## config.mk

```make
export PLATFORM = sky130hd
export DESIGN_NAME = lsu_mem_sequencer
export DESIGN_NICKNAME = d
export VERILOG_FILES = /design/src/rtl/lsu_mem_sequencer.sv
export SDC_FILE = /design/constraint.sdc
export NUM_CORES = 1
export LEC_CHECK = 0
export BUFFER_PORTS_ARGS = -buffer_cell sky130_fd_sc_hd__clkbuf_2
export CAP_MARGIN = 20
export CORE_MARGIN = 4
export CORE_UTILIZATION = 44
export CTS_BUF_LIST = sky130_fd_sc_hd__clkbuf_2 sky130_fd_sc_hd__clkbuf_4 sky130_fd_sc_hd__clkbuf_8
export DETAILED_ROUTE_END_ITERATION = 10
export GPL_TIMING_DRIVEN = 0
export PLACE_DENSITY = 0.81
export SYNTH_ARGS = -nofsm -noshare
export SYNTH_HDL_FRONTEND = slang
export SYNTH_SLANG_ARGS = --single-unit
export TNS_END_PERCENT = 5
```

## constraint.sdc

```tcl
create_clock -name clk -period 2.3 [get_ports clk]
set_input_delay 0 -clock clk [delete_from_list [all_inputs] [get_ports clk]]
set_output_delay 0 -clock clk [all_outputs]
set_load 0.05 [all_outputs]
```

## src/rtl/lsu_mem_sequencer.sv

```systemverilog
// lsu_mem_sequencer
//   Multi-cycle controller for lw/sw against a variable-latency data memory.
//   It decodes the accepted instruction, selects the I/S immediate and the
//   ALU immediate operand, and registers the effective address. It then runs
//   a req/ready handshake with bounded wait and drives register write-back.
//
// Ports
//   clk, rst          : rising-edge clock, synchronous active-high reset
//   instr_valid/Instr : instruction offer, sampled only while idle
//   alu_result        : effective address (rs1 + ImmExt), taken in EXEC
//   mem_ready         : memory completes the access this cycle (MEM only)
//   ImmSrc, ALUSrc    : sign-extend select (1 = S-type), ALU B = ImmExt
//   mem_req/mem_we    : memory request, store qualifier
//   mem_addr          : registered effective address
//   RegWrite/ResultSrc: write-back enable, write-back from memory
//   stall             : hold PC/fetch while the access is in flight
//   done              : one-cycle completion pulse
//   illegal/timeout/misalign : status, valid only with done
//
// Build option
//   MISALIGN_TRAP_EN  : when defined, a non-word-aligned address skips the
//                       memory access and completes with misalign = 1.
module lsu_mem_sequencer #(
  parameter int unsigned TIMEOUT = 16,
  parameter int unsigned CNT_W   = 5
) (
  input  logic        clk,
  input  logic        rst,
  input  logic        instr_valid,
  input  logic [31:0] Instr,
  input  logic [31:0] alu_result,
  input  logic        mem_ready,
  output logic        ImmSrc,
  output logic        ALUSrc,
  output logic        mem_req,
  output logic        mem_we,
  output logic [31:0] mem_addr,
  output logic        RegWrite,
  output logic        ResultSrc,
  output logic        stall,
  output logic        done,
  output logic        illegal,
  output logic        timeout,
  output logic        misalign
);

  typedef enum logic [2:0] {
    S_IDLE,
    S_EXEC,
    S_MEM,
    S_WB,
    S_DONE
  } state_t;

  localparam logic [CNT_W-1:0] CNT_LAST = CNT_W'(TIMEOUT - 1);

  state_t            state_q,    state_d;
  logic [CNT_W-1:0]  cnt_q,      cnt_d;
  logic [31:0]       mem_addr_q, mem_addr_d;
  logic [31:0]       instr_q,    instr_d;
  logic              is_store_q, is_store_d;
  logic              is_load_q,  is_load_d;
  logic              illegal_q,  illegal_d;
  logic              timeout_q,  timeout_d;
`ifdef MISALIGN_TRAP_EN
  logic              misalign_q, misalign_d;
`endif

  logic dec_load;
  logic dec_store;
  logic unused_instr;

  assign dec_load  = (Instr[6:0] == 7'b0000011) && (Instr[14:12] == 3'b010);
  assign dec_store = (Instr[6:0] == 7'b0100011) && (Instr[14:12] == 3'b010);

  // The latched instruction word is kept for visibility; control uses the
  // decoded flags captured alongside it.
  assign unused_instr = ^instr_q;

  always_ff @(posedge clk) begin
    if (rst) begin
      state_q    <= S_IDLE;
      cnt_q      <= '0;
      mem_addr_q <= '0;
      instr_q    <= '0;
      is_store_q <= 1'b0;
      is_load_q  <= 1'b0;
      illegal_q  <= 1'b0;
      timeout_q  <= 1'b0;
`ifdef MISALIGN_TRAP_EN
      misalign_q <= 1'b0;
`endif
    end else begin
      state_q    <= state_d;
      cnt_q      <= cnt_d;
      mem_addr_q <= mem_addr_d;
      instr_q    <= instr_d;
      is_store_q <= is_store_d;
      is_load_q  <= is_load_d;
      illegal_q  <= illegal_d;
      timeout_q  <= timeout_d;
`ifdef MISALIGN_TRAP_EN
      misalign_q <= misalign_d;
`endif
    end
  end

  always_comb begin
    state_d    = state_q;
    cnt_d      = cnt_q;
    mem_addr_d = mem_addr_q;
    instr_d    = instr_q;
    is_store_d = is_store_q;
    is_load_d  = is_load_q;
    illegal_d  = illegal_q;
    timeout_d  = timeout_q;
`ifdef MISALIGN_TRAP_EN
    misalign_d = misalign_q;
`endif

    case (state_q)
      S_IDLE: begin
        illegal_d = 1'b0;
        timeout_d = 1'b0;
`ifdef MISALIGN_TRAP_EN
        misalign_d = 1'b0;
`endif
        if (instr_valid) begin
          instr_d    = Instr;
          is_load_d  = dec_load;
          is_store_d = dec_store;
          if (dec_load || dec_store) begin
            state_d = S_EXEC;
          end else begin
            illegal_d = 1'b1;
            state_d   = S_DONE;
          end
        end
      end
      S_EXEC: begin
        mem_addr_d = alu_result;
        cnt_d      = '0;
        state_d    = S_MEM;
`ifdef MISALIGN_TRAP_EN
        if (alu_result[1:0] != 2'b00) begin
          misalign_d = 1'b1;
          state_d    = S_DONE;
        end
`endif
      end
      S_MEM: begin
        // Ready is checked before the limit so a response on the last
        // permitted cycle still completes normally.
        if (mem_ready) begin
          state_d = is_load_q ? S_WB : S_DONE;
        end else if (cnt_q == CNT_LAST) begin
          timeout_d = 1'b1;
          state_d   = S_DONE;
        end else begin
          cnt_d = cnt_q + CNT_W'(1);
        end
      end
      S_WB:    state_d = S_DONE;
      S_DONE:  state_d = S_IDLE;
      default: state_d = S_IDLE;
    endcase
  end

  always_comb begin
    ImmSrc    = 1'b0;
    ALUSrc    = 1'b0;
    mem_req   = 1'b0;
    mem_we    = 1'b0;
    RegWrite  = 1'b0;
    ResultSrc = 1'b0;
    stall     = 1'b0;
    done      = 1'b0;
    illegal   = 1'b0;
    timeout   = 1'b0;
    misalign  = 1'b0;
    case (state_q)
      S_EXEC: begin
        ImmSrc = is_store_q;
        ALUSrc = 1'b1;
        stall  = 1'b1;
      end
      S_MEM: begin
        ImmSrc  = is_store_q;
        ALUSrc  = 1'b1;
        mem_req = 1'b1;
        mem_we  = is_store_q;
        stall   = 1'b1;
      end
      S_WB: begin
        RegWrite  = 1'b1;
        ResultSrc = 1'b1;
        stall     = 1'b1;
      end
      S_DONE: begin
        done    = 1'b1;
        illegal = illegal_q;
        timeout = timeout_q;
`ifdef MISALIGN_TRAP_EN
        misalign = misalign_q;
`endif
      end
      default: ;
    endcase
  end

  assign mem_addr = mem_addr_q;

endmodule

```

==> run metrics <==
status finished clean; Post-Route WL 5180 um; Syn Inst Count 224; relative slew slack 66.4%; sequential area share after synthesis 47.8%; Final Slew Violations 0; commonest cells after routing, fill and taps aside 86 x clkbuf_2, 66 x nand2_1, 44 x dfxtp_1; Clock Latency Late Sink 0.29 ns; slew at the pin closest to its max-slew limit 0.505 ns; Post-CTS Resized 0; Setup TNS 0 ns; Vias/cell 4.97; Distinct cells, synth 42; I/O pins 111; Post-synth ARST share 0%; routability cong. 0.842; Final Hold Vio Count 0; setup violators final 0; most common cell after layout, fill and taps aside clkbuf_2; area share of xor/xnor cells in the synthesized design 0%; DR vias 1999; Post-Synthesis Mean Instance Area 8.23 um^2; Hold Path End state_q[0]; Clock Tree Root clkbuf_8; number of global-route vias before repair 1807; DRT Pass-1 Iters 4; port bufs 86; HPWL Detailed 3390 um; setup repair after global routing missed its margin no; largest net degree at the start of global routing 14; P&R area growth vs syn 50.7%; htree depth 2; Final Core Density 69.0%; die width 72.7 um; maximum vdd drop 430 uV; ys flop type dfxtp_1; Placeable Area 4030 um^2; yosys warns 0; Compound-Gate Fraction of Synth Area 15.6%; clk sinks 44; Die ar. 5290 um^2; Max Clock Freq 470 MHz; EDFF count, synth 0; Synth Net Count 294; final setup margin 0.171 ns; Final Non-Filler Cells 402; final net count 420; grt ovf 0; Synth Register Bits 44; Hold Crit Depth 3; Reg clk slew, reported paths 0.08 ns; row count 23; power per cell area 511 nW/um^2; adder-cell share of the synthesized area 1.36%; # fillers 365; antenna viol nets, final 0; FF+latch area 881 um^2; data required time of the worst path 2.48 ns; Worst Setup Start Kind flop; maxcap violations 0; DRC Markers 0; worst reg2reg path endpoint cnt_q[4]; Clock Skews 0.00683 ns; CTS buffer count 5; WHS 0.0849 ns; global router's overall resource usage 19.6%; CP Capture Type flop; TritonCTS clock tree done; crit-path max FO 5; reg2reg setup slack 0.17 ns; Place WS 0.184 ns; fin crit share 92.6%; global-route wire length before repair 8220 um; Static Leakage 1.21 nW; ratio of cells with drive above 1 in the final layout 31.1%; mux cell area share after synthesis 1.90%; hold path start mem_ready; Die H 72.7 um; min Tclk post-route 2.13 ns; Worst Hold Class input pin to flop; mean routed wirelength per cell 12.9 um; kind of critical path flop to flop; Clock Tree Buf Depth 2; RR Startpoint cnt_q[0]; placed cells 360; largest family of logic cells by synthesized area simple AND/OR/NAND/NOR gates; Synth Cell Area 1840 um^2; Initial Util 45.8%; Iter 0 DRT Violations 99; initial antenna violation count 0; Simple-Gate Fraction of Synth Area 28.4%; multi-input logic area 886 um^2; FF-to-FF path depth 6; Worst EP arrival 2.31 ns
-- power by group --
| group | total (mW) | internal [mW] | switching (mW) | leakage [nW] |
|---|---|---|---|---|
| sequential | 0.768 | 0.764 | 0.00404 | 0.355 |
| clock | 0.510 | 0.256 | 0.254 | 0.0479 |
| combinational | 0.141 | 0.0789 | 0.0625 | 0.812 |
| total | 1.42 | 1.10 | 0.321 | 1.21 |
-- per-stage QoR --
stage | power [mW] | instance area (um^2)
2_1_floorplan | 0.830 | 1860
3_3_place_gp | 0.878 | 2350
3_5_place_dp | 0.879 | 2350
4_1_cts | 1.43 | 2780
5_1_grt | 1.48 | 2780
6_report | 1.42 | 2780
-- critical path, cell delays in order (launching register included) --
cell     delay [ns]
dfxtp_1        0.36
ha_1           0.22
and3_1         0.18
ha_1           0.21
or4b_4         0.57
or2_1          0.25
a41o_1         0.24
-- registers in the layout (all words and copies together), names as in the netlist --
register / count
cnt_q: 5
illegal_q: 1
is_load_q: 1
is_store_q: 1
mem_addr: 32
state_q: 3
timeout_q: 1
-- metal layers --
layer  wire length, um  vias to the layer above  track usage, %
li1                  -                     1010               -
met5                 0                        -               0
met2              2710                       62            33.8
met3               253                       15            3.86
met4               133                        0            8.81
met1              2080                      912            23.5
-- Yosys cell counts (all sizes together), types with 3 or more instances --
| cell | count | share of area [%] |
|---|---|---|
| clkbuf | 8 | 1.6 |
| dfxtp | 44 | 48 |
| a21oi | 35 | 9.5 |
| nand3 | 4 | 1.1 |
| a31oi | 3 | 1.0 |
| or3 | 3 | 1.3 |
| nor3 | 3 | 0.81 |
| nor2 | 3 | 0.61 |
| or4b | 3 | 1.8 |
| and3 | 3 | 1.0 |
| o21ai | 3 | 0.81 |
| nor3b | 4 | 1.9 |
| nand2 | 66 | 13 |
| and2 | 3 | 1.0 |
| inv | 3 | 0.61 |
| buf | 9 | 2.6 |
| nand2b | 4 | 1.4 |
-- repair_timing --
action	4_1_cts	5_1_grt
buffers inserted	0	0
hold endpoints to repair	33	0
hold buffers	33	0
-- cell families after synthesis --
kind of cell | Yosys count
simple gates | 105
fa+ha+maj | 2
buf+inv | 20
compound gates | 49
mux | 3
other cells | 1
flops | 44
-- area by class of cell --
cell class | instances | share of cell area (%)
Tap cell | 50 | 2.25
Antenna cell | 1 | 0.0900
Buffer | 17 | 2.79
Clock buffer | 7 | 3.24
Inverter | 3 | 0.405
Sequential cell | 44 | 31.7
Clock inverter | 1 | 0.270
Timing Repair Buffer | 119 | 27.4
Multi-Input combinational cell | 160 | 31.9
-- worst max-delay path by stage --
stage                     slack (ns)  startpoint  cells past startpoint        to
after global routing            0.13    cnt_q[0]                      6  cnt_q[4]
after detailed placement        0.18    cnt_q[0]                      6  cnt_q[4]
final                           0.17    cnt_q[0]                      6  cnt_q[4]
after floorplan                 0.20  state_q[1]                      4    ImmSrc
after global placement          0.22    cnt_q[0]                      6  cnt_q[4]
after CTS                       0.16    cnt_q[0]                      6  cnt_q[4]
No activity file was read; power rests on OpenSTA's default activity.
